$ cat src/rtl/product_shift_register.sv
// product_shift_register
//
// Product register for a sequential shift-add multiplier, and a plain
// serial-in right shift register.
//   Mode 00 hold, 01 parallel load, 10 add-step, 11 shift.
//   An add-step writes the adder sum into the upper half. The adder carry
//   goes into the MSB. The lower half (the multiplier) shifts right by one.
//   After HALF steps, Done sets and further steps are ignored until the
//   next load or reset.
//
// Ports
//   Clk       clock, rising edge
//   Reset     synchronous, active-high
//   En        global enable, 0 holds all state
//   Mode[1:0] operation select
//   In        parallel load value (WIDTH)
//   Upper     adder sum for add-step (HALF)
//   SerialIn  MSB fill bit (adder carry-out for add-step)
//   Out       register contents (registered)
//   Count     number of steps taken, saturates at HALF (registered)
//   Done      Count reached HALF (registered)
//   Zero      Out == 0, only with PRODUCT_SHIFT_REGISTER_ZERO_EN defined
//
// Optional feature macro: PRODUCT_SHIFT_REGISTER_ZERO_EN

module product_shift_register #(
    parameter int WIDTH = 64,
    parameter int HALF  = WIDTH / 2,
    localparam int CW   = $clog2(HALF + 1)
) (
    input  logic             Clk,
    input  logic             Reset,
    input  logic             En,
    input  logic [1:0]       Mode,
    input  logic [WIDTH-1:0] In,
    input  logic [HALF-1:0]  Upper,
    input  logic             SerialIn,
    output logic [WIDTH-1:0] Out,
    output logic [CW-1:0]    Count,
`ifdef PRODUCT_SHIFT_REGISTER_ZERO_EN
    output logic             Done,
    output logic             Zero
`else
    output logic             Done
`endif
);

    localparam logic [1:0] MODE_HOLD  = 2'b00;
    localparam logic [1:0] MODE_LOAD  = 2'b01;
    localparam logic [1:0] MODE_ADD   = 2'b10;
    localparam logic [1:0] MODE_SHIFT = 2'b11;

    // Done is set on the edge where Count becomes HALF. That is the step
    // taken while Count still equals HALF-1.
    logic last_step;
    assign last_step = (Count == CW'(HALF - 1));

    always_ff @(posedge Clk) begin
        if (Reset) begin
            Out   <= '0;
            Count <= '0;
            Done  <= 1'b0;
        end else if (En) begin
            case (Mode)
                MODE_HOLD: ;
                MODE_LOAD: begin
                    Out   <= In;
                    Count <= '0;
                    Done  <= 1'b0;
                end
                MODE_ADD: begin
                    // Once Done is set, further steps are ignored. This keeps
                    // the product from shifting past its final position.
                    if (!Done) begin
                        Out   <= {SerialIn, Upper, Out[HALF-1:1]};
                        Count <= Count + CW'(1);
                        Done  <= last_step;
                    end
                end
                MODE_SHIFT: begin
                    if (!Done) begin
                        Out   <= {SerialIn, Out[WIDTH-1:1]};
                        Count <= Count + CW'(1);
                        Done  <= last_step;
                    end
                end
                default: ;
            endcase
        end
    end

`ifdef PRODUCT_SHIFT_REGISTER_ZERO_EN
    // Decoded from the Out flops only, so no input reaches it combinationally.
    assign Zero = (Out == '0);
`endif

endmodule

$ cat config.mk
export PLATFORM = sky130hd
export DESIGN_NAME = product_shift_register
export DESIGN_NICKNAME = d
export VERILOG_FILES = /design/src/rtl/product_shift_register.sv
export SDC_FILE = /design/constraint.sdc
export NUM_CORES = 1
export LEC_CHECK = 0
export ABC_AREA = 1
export BUFFER_PORTS_ARGS = -buffer_cell sky130_fd_sc_hd__buf_2
export CAP_MARGIN = 20
export CORE_MARGIN = 1.5
export CORE_UTILIZATION = 46
export CTS_BUF_LIST = sky130_fd_sc_hd__clkbuf_8 sky130_fd_sc_hd__clkbuf_16
export DETAILED_ROUTE_END_ITERATION = 10
export GPL_TIMING_DRIVEN = 0
export HOLD_SLACK_MARGIN = 0.1
export PLACE_DENSITY_LB_ADDON = 0.05
export SYNTH_ARGS = -nofsm -noshare
export SYNTH_HDL_FRONTEND = slang
export SYNTH_SLANG_ARGS = --single-unit
$ cat constraint.sdc
create_clock -name Clk -period 1.4 [get_ports Clk]
set_clock_uncertainty 0.05 [all_clocks]
set_input_delay 0.42 -clock Clk [delete_from_list [all_inputs] [get_ports Clk]]
set_output_delay 0.42 -clock Clk [all_outputs]
set_load 0.1 [all_outputs]
==> metrics.txt <==
Required @ worst endpoint 0.93 ns; min-delay worst type in -> reg; total track usage 0.2609; reg2reg start Done; WL final 11660 um; critical path type reg -> out; vias in the first global route 3807; critical path arrival 0.92 ns; Clock Latency Late Sink 0.35 ns; worst path cell trace buf_8; Die Wd ~91 um; count of unique library cells instantiated by Yosys 18; PostCTS Resize Cnt about 190; post-layout util 0.7997; pre-CTS worst setup slack -0.3696 ns; DRT iter0 DRCs 216; Routed WL per cell approximately 13 um; H-tree levels 3; outcome completed; minimum clock period 1.390 ns; first-pass GRT wire length 17500 um; largest buffer count on any clock path 2; Worst Setup End Kind output port; commonest non-fill, non-tap cell in the layout nand2_1; number of port buffers 172; # rows 31; Total Die Area approximately 8300 um2; Worst Hold End Count[1]; I/O pins 173; max cap viols 0; FF-to-FF setup slack roughly 0.070 ns; crit path launch type flop; Leakage 0.002894 uW; final setup vio count 0; GP Congestion 0.8530; worst slew pin tran 0.5025 ns; Synth Net Count just under 700; Final Cycle Share 0.9929; Die Y 91.12 um; CP Buf/Inv Count 1; most frequent cells in the layout nand2_1, nor2_1, buf_2, dfxtp_2, o21ai_0; Synth top area share 0.3979; clock sinks 71; initial antenna violation count 0; first-pass iteration count of the detailed router 4; clock root cell clkbuf_8; placed cell areas 4652 um2; hold path depth 2; vias after detailed routing 4279; hold_sp Reset; Num CTS Buffers 9; Final Max Tran Viols 0; CTS tree yes; Seq/Total Area, Yosys 0.3979; core area approximately 7400 um2; DRC 0; top cells by area, synth dfxtp_1, nand2_1, nor2_1; Clock transition at path regs 0.08 ns; Yosys reg bits 71; Setup Fix Bufs, Post-CTS 0; largest net degree at the start of global routing 13; Final Cell Area approximately 5900 um2; Final nets 863; post-route setup slack 0.009997 ns; Critical Path Max Stage Delay approximately 0.37 ns; area leader, netlist dfxtp_1; reg2reg path depth 7; final hold vios 0; Worst path top cell family by delay flip-flops; Worst Path Max Fanout 3; Syn Area/Cell 6.180 um2; detailed placement HPWL 7605 um; PD cells between 1000 and 1500 nW/um2; Vias/cell 4.953; Routed Antenna Nets 0; Slew HR 0.6650; Synth Cell Area 3572 um2; Yosys Warn Count 0; worst setup path startpoint Out[23]; Peak Freq 719.4 MHz; Worst R2R End Out[10]; share of layout cells above drive strength 1 0.3830; Critical-path top delay cell dfxtp_2; antenna cells 0; RSZ-0062 raised after global routing yes; Starting Density 0.4847; Max IR drop VDD 0.6130 mV; setup_tns 0 ns; area grow syn2layout 64.97%; hold_buf cts 0; synthesized instance count slightly below 600; grt total ovfl 0
## registers in the layout (all words and copies together) (netlist names)
register  flops
Out          64
Count         6
Done          1
## how the worst max path moves through the flow
stage,slack [ns],endpoint,cells after the start
2_1_floorplan,0.005,Out[0],0
3_3_place_gp,-0.32,Out[62],6
3_5_place_dp,-0.37,Out[4],6
4_1_cts,0.00006,Out[11],1
5_1_grt,-0.03,Out[10],5
6_report,0.01,Out[23],1
## power breakdown
part           switching (uW)  internal, uW  leakage [uW]  total, uW
combinational            1570           827       0.00216       2390
clock                     812          1070      0.000124       1880
sequential                192          2190      0.000614       2380
total                    2570          4080       0.00289       6650
## per-layer routing
metal / routed length [um] / vias up / GRT usage
li1: - / 2187 / -
met1: 4711 / 1920 / 0.3072
met2: 6015 / 154 / 0.4577
met3: 725 / 18 / 0.06030
met4: 206 / 0 / 0.09766
met5: 0 / - / 0
## metrics by stage
step	power, uW	hold WS, ns	instances
floorplan	3894	0.4327	578
global placement	4295	0.4124	849
detailed placement	4314	0.4116	849
CTS	6456	0.1958	864
global route	6883	0.1990	864
finish	6652	0.1983	864
## layout make-up
type	count	area (um2)
Multi-Input combinational cell	459	1883
Timing Repair Buffer	172	1833
Sequential cell	71	1535
Fill cell	519	1476
Buffer	38	244.0
Clock buffer	14	226.5
Tap cell	99	123.9
Inverter	9	33.78
Clock inverter	2	13.76
## cells by family after synthesis
logic type | Yosys count | share of synthesized area
simple gates | 386 | 0.4221
compound gates | 72 | 0.1009
flops | 71 | 0.3979
buf+inv | 48 | 0.07566
fa+ha+maj | 1 | 0.003502
## synthesized netlist by cell type, drive strengths merged
| library cell | n |
|---|---|
| nand2 | 205 |
| nor2 | 143 |
| dfxtp | 71 |
| o21ai | 68 |
| nand3 | 37 |
| buf | 26 |
| clkbuf | 13 |
| inv | 9 |
| a21oi | 4 |
| ha | 1 |
| or2 | 1 |
(Power assumes the default switching activity.)
